<file path="src/rtl/sample_to_position.sv">
// sample_to_position: converts a window of signed PCM samples into a 5-bit level position.
//
// Each accepted sample contributes its saturated magnitude to a running peak. After
// window_count samples the peak is normalised by left shifts, one shift per cycle, until its
// MSB reaches bit 14. The position is then 2k + b + 2, where k is the MSB index and b is the
// next bit down. A zero peak maps to position 0. The result is offered on a valid/ready
// output and held until it is taken.
//
// Ports:
//   clk        in   single clock, rising edge
//   reset      in   asynchronous, active-high reset
//   i_valid    in   i_sample is valid
//   i_ready    out  block accepts a sample this cycle (registered, high only while accumulating)
//   i_sample   in   signed PCM sample
//   o_valid    out  o_position is valid
//   o_ready    in   downstream accepts o_position
//   o_position out  level position 0..31, holds its value after the transfer

module sample_to_position #(
    parameter int unsigned window_count = 256,
    parameter int unsigned sample_width = 16
) (
    input  logic                           clk,
    input  logic                           reset,
    input  logic                           i_valid,
    output logic                           i_ready,
    input  logic signed [sample_width-1:0] i_sample,
    output logic                           o_valid,
    input  logic                           o_ready,
    output logic [4:0]                     o_position
);

    typedef enum logic [1:0] {
        StAccum,
        StConvert,
        StOutput
    } state_e;

    localparam logic [15:0] LastIdx = 16'(window_count - 1);

    state_e      state_q;
    logic [14:0] peak_q;
    logic [15:0] count_q;
    logic [3:0]  shift_q;

    logic [15:0] mag_full;
    logic [14:0] mag;
    logic [14:0] new_peak;
    logic [3:0]  msb_idx;
    logic [4:0]  conv_pos;

    always_comb begin
        // Only -32768 leaves bit 15 set after negation; saturate it to 32767.
        mag_full = i_sample[sample_width-1] ? (~i_sample + 16'd1) : i_sample;
        mag      = mag_full[15] ? 15'h7fff : mag_full[14:0];
        new_peak = (mag > peak_q) ? mag : peak_q;
        msb_idx  = 4'd14 - shift_q;
        // The bit just below the (shifted) MSB sits at bit 13; for k = 0 it has been
        // filled by shifted-in zeros, so b = 0 falls out naturally.
        conv_pos = (peak_q == 15'd0) ? 5'd0 : ({msb_idx, peak_q[13]} + 5'd2);
    end

    always_ff @(posedge clk or posedge reset) begin
        if (reset) begin
            state_q    <= StAccum;
            i_ready    <= 1'b0;
            o_valid    <= 1'b0;
            o_position <= 5'd0;
            peak_q     <= 15'd0;
            count_q    <= 16'd0;
            shift_q    <= 4'd0;
        end else begin
            case (state_q)
                StAccum: begin
                    i_ready <= 1'b1;
                    if (i_valid && i_ready) begin
                        peak_q <= new_peak;
                        if (count_q == LastIdx) begin
                            count_q <= 16'd0;
                            i_ready <= 1'b0;
                            state_q <= StConvert;
                        end else begin
                            count_q <= count_q + 16'd1;
                        end
                    end
                end
                StConvert: begin
                    if (peak_q[14] || (shift_q == 4'd14)) begin
                        state_q    <= StOutput;
                        o_valid    <= 1'b1;
                        o_position <= conv_pos;
                    end else begin
                        peak_q  <= {peak_q[13:0], 1'b0};
                        shift_q <= shift_q + 4'd1;
                    end
                end
                StOutput: begin
                    if (o_ready) begin
                        o_valid <= 1'b0;
                        peak_q  <= 15'd0;
                        count_q <= 16'd0;
                        shift_q <= 4'd0;
                        state_q <= StAccum;
                        i_ready <= 1'b1;
                    end
                end
                default: begin
                    state_q <= StAccum;
                    i_ready <= 1'b0;
                    o_valid <= 1'b0;
                end
            endcase
        end
    end

endmodule

</file>
<file path="config.mk">
export PLATFORM = sky130hd
export DESIGN_NAME = sample_to_position
export DESIGN_NICKNAME = d
export VERILOG_FILES = /design/src/rtl/sample_to_position.sv
export SDC_FILE = /design/constraint.sdc
export NUM_CORES = 1
export LEC_CHECK = 0
export BUFFER_PORTS_ARGS = -buffer_cell sky130_fd_sc_hd__buf_2
export CAP_MARGIN = 20
export CORE_ASPECT_RATIO = 0.75
export CORE_UTILIZATION = 40
export DETAILED_ROUTE_END_ITERATION = 8
export PLACE_DENSITY_LB_ADDON = 0.05
export SYNTH_ARGS = -nofsm -noshare
export SYNTH_HDL_FRONTEND = slang
export SYNTH_SLANG_ARGS = --single-unit
</file>
<file path="constraint.sdc">
create_clock -name clk -period 4.26 [get_ports clk]
set_input_delay 0.639 -clock clk [delete_from_list [all_inputs] [get_ports clk]]
set_output_delay 0.639 -clock clk [all_outputs]
set_load 0.1 [all_outputs]
</file>
==> impl_metrics.json <==
{
  "crit_cells": 13,
  "hold_violations": 0,
  "first_global_vias": 2584,
  "synthesis.instances": 378,
  "max_freq_mhz": 253.9,
  "critical_path.n_buffers_inverters": 2,
  "timing.max_slew.rel_slack": 0.6044,
  "chipHeight_um": 79.53,
  "relative_contribution_of_the_clock_network_to_total_power": 0.141,
  "synth.avg_cell_area_um2": 8.480,
  "power.density_nw_per_um2": 741.0,
  "critical_path.endpoint_type": "flip-flop",
  "power.leakage_nw": 1.562,
  "switching_portion_of_total_power": 0.4890,
  "final_net_count": 441,
  "final_antenna_net_count": 0,
  "status": "completed",
  "postSynth.topFlopCell": "dfrtp_1",
  "crit_required_ps": 4430,
  "hold_path_class": "primary input to asynchronous set/reset pin",
  "synth_cell_types": 49,
  "wire_length_of_the_first_global_routing_pass_um": 13060,
  "syn_area_um2": 3206,
  "crit_path_max_fanout": 15,
  "highest_layer": "met4",
  "tns_ps": 0,
  "ctsRootBufferMaster": "clkbuf_8",
  "share_comb_of_total_power": 0.568,
  "cts.repair_timing.setup_buffer_count": 0,
  "cts_num_sinks": 44,
  "worst_path_max_delay_cell": "or4_4",
  "finClkSkew_ps": 12.11,
  "drt-vias-per-instance": 5.522,
  "met1Wirelength_um": 4278,
  "yosys_register_bits": 44,
  "worst_ir_drop_vdd_mv": 0.5169,
  "grt_antenna_before_repair": 0,
  "internal_power_mw": 1.351,
  "dr.pass1.iters": 4,
  "cts_max_path_buffers": 2,
  "area.growth.synth_to_final_pct": 11.28,
  "seq_power_share": 0.291,
  "power.net_switching_mw": 1.292,
  "critical_path.startpoint_type": "primary input",
  "worst_path_dominant_cell_family": "simple AND/OR/NAND/NOR gates",
  "synth.yosys.seq_area_share": 0.3435,
  "rows": 27,
  "final-setup-viol-count": 0,
  "antennaDiodeCount": 0,
  "syn_nets": 422,
  "clock_tree_from_tritoncts": "built",
  "synth-warning-count": 0,
  "final_core_util": 0.4735,
  "met3_length_um": 367,
  "detailroute.via_count": 2750,
  "grt_overflow": 0,
  "start_util": 0.4255,
  "postRouteWirelength_um": 7698,
  "drt_first_iter_violations": 170,
  "layout_commonest_cell": "dfrtp_1",
  "final.min_clock_period_ps": 3939,
  "critical_path.max_stage_delay_ps": 540,
  "htree_levels": 2,
  "place.detailed.hpwl_um": 5966,
  "multiInputGateArea_um2": 1924,
  "commonest_cells_after_routing_fill_and_taps_aside": "dfrtp_1 (44), a21oi_1 (32), nand2_1 (29)",
  "async_reset_ff_frac": 1.000,
  "worstSkewPairLatency_ps": 300,
  "drv.max_cap_violation_count": 0,
  "arrival_ps": 4110,
  "final_layout_size_suffix_gt1_frac": 0.1461,
  "grt_use_total": 0.1996,
  "fp.coreArea_um2": 7533,
  "chipWidth_um": 105.4,
  "place.gp.congestion": 0.8267,
  "worst-slew-pin-transition_ps": 588.0,
  "fp.dieArea_um2": 8380,
  "tritoncts_buffers": 5,
  "final-seq-area_um2": 1101,
  "clkSlewWorstSetupHoldPaths_ps": 80,
  "cts_repair_resize_count": 0,
  "grt_setup_unrepaired": "no",
  "final_max_slew_viol_count": 0,
  "n_fill_cell": 742,
  "grt_max_degree": 45,
  "pin_count": 27,
  "whs_ps": 191.0,
  "crit_chain": "buf_2, or4_4, or4b_4, or4_4, nand2_1, ha_1, and3_1, a21oi_1, o21ai_0, a2111oi_0, a21oi_1, buf_12, mux2_2",
  "hold_buffers": 0,
  "number_of_enable_type_register_cells_in_the_synthesized_netlist": 0,
  "fin_crit_sh": 0.9247,
  "timing_worst_setup_path_type": "primary input to flip-flop",
  "place.port_buffers": 26,
  "drc": 0,
  "detailroute.wirelength.met2_um": 3005,
  "drt-wirelength-per-cell_um": 15.46,
  "length_in_cells_of_the_worst_reg_to_reg_path": 8
}
layer usage:
layer / global-route usage / vias to the layer above
met5: 0 / -
met4: 0.03380 / 0
met3: 0.04735 / 5
met2: 0.2711 / 47
met1: 0.3147 / 1298
li1: - / 1400
area by class of cell:
cell class / instances / area share
tap: 101 / 0.03543
inverter: 27 / 0.02841
multi-input combinational: 289 / 0.5395
timing repair buffer: 30 / 0.05191
clock buffer: 5 / 0.01929
sequential: 44 / 0.3087
clock inverter: 2 / 0.01684
path summary, 6_finish.rpt:
check | startpoint | to | slack, ps
setup / recovery | i_sample[9] | peak_q[13] | 320
hold / removal | reset | o_position[4] | 190
setup reg to reg | state_q[0] | count_q[12] | 1770
hold reg to reg | o_position[2] | o_position[2] | 480
max in group asynchronous | reset | peak_q[9] | 3640
min in group clk | o_position[2] | o_position[2] | 480
power by group through the flow:
stage	combinational [mW]	sequential [mW]	clock, mW
floorplan	0.963	0.944	0
global placement	1.48	0.773	0
detailed placement	1.49	0.775	0
CTS	1.50	0.769	0.382
global route	1.67	0.804	0.402
finish	1.50	0.770	0.373
sequential cells by signal, summed over array words and instances (netlist names):
register,count
count_q,16
i_ready,1
o_position,5
o_valid,1
peak_q,15
shift_q,4
state_q,2
stage by stage:
stage | power [mW] | cells | setup WS [ps] | area [um^2]
floorplan | 1.907 | 378 | 101.8 | 3206
global placement | 2.253 | 490 | 101.6 | 3418
detailed placement | 2.267 | 490 | 40.21 | 3418
CTS | 2.648 | 497 | 320.2 | 3547
global route | 2.871 | 498 | 71.59 | 3567
finish | 2.643 | 498 | 321.0 | 3567
kinds of logic after synthesis:
family | Yosys count | synth area share
XOR/XNOR | 20 | 0.05464
adder cells (fa/ha/maj) | 24 | 0.09368
buffers and inverters | 45 | 0.05620
flip-flops | 44 | 0.3435
multiplexers | 16 | 0.05191
AO/OA/AOI/OAI | 96 | 0.1870
AND/OR/NAND/NOR | 133 | 0.2131
synthesized netlist by cell type, types with 2 or more instances:
cell type / n / area, um^2
xor2_1: 10 / 87.58
nand4_1: 8 / 50.05
and2_1: 2 / 12.51
clkbuf_1: 15 / 56.30
a21oi_1: 32 / 160.2
nor2_1: 25 / 93.84
a22o_1: 5 / 43.79
a211oi_1: 2 / 15.01
nand3b_1: 2 / 15.01
nand3_1: 14 / 70.07
mux2_2: 5 / 56.30
a31oi_1: 3 / 18.77
a21boi_0: 2 / 15.01
and3_1: 3 / 18.77
ha_1: 24 / 300.3
nand2_2: 7 / 43.79
inv_1: 26 / 97.59
nand2_1: 29 / 108.9
nand2b_1: 3 / 18.77
o2bb2ai_1: 3 / 26.28
or2_2: 4 / 25.02
or4_4: 2 / 22.52
o31ai_1: 8 / 60.06
nor3_1: 17 / 85.08
dfrtp_1: 44 / 1101
nor2b_1: 2 / 12.51
nor4_1: 8 / 50.05
mux2i_1: 11 / 110.1
xnor2_1: 10 / 87.58
o21ai_0: 28 / 140.1
o41ai_1: 4 / 35.03
or3_1: 3 / 18.77
Power figures use the tool's default switching activity.
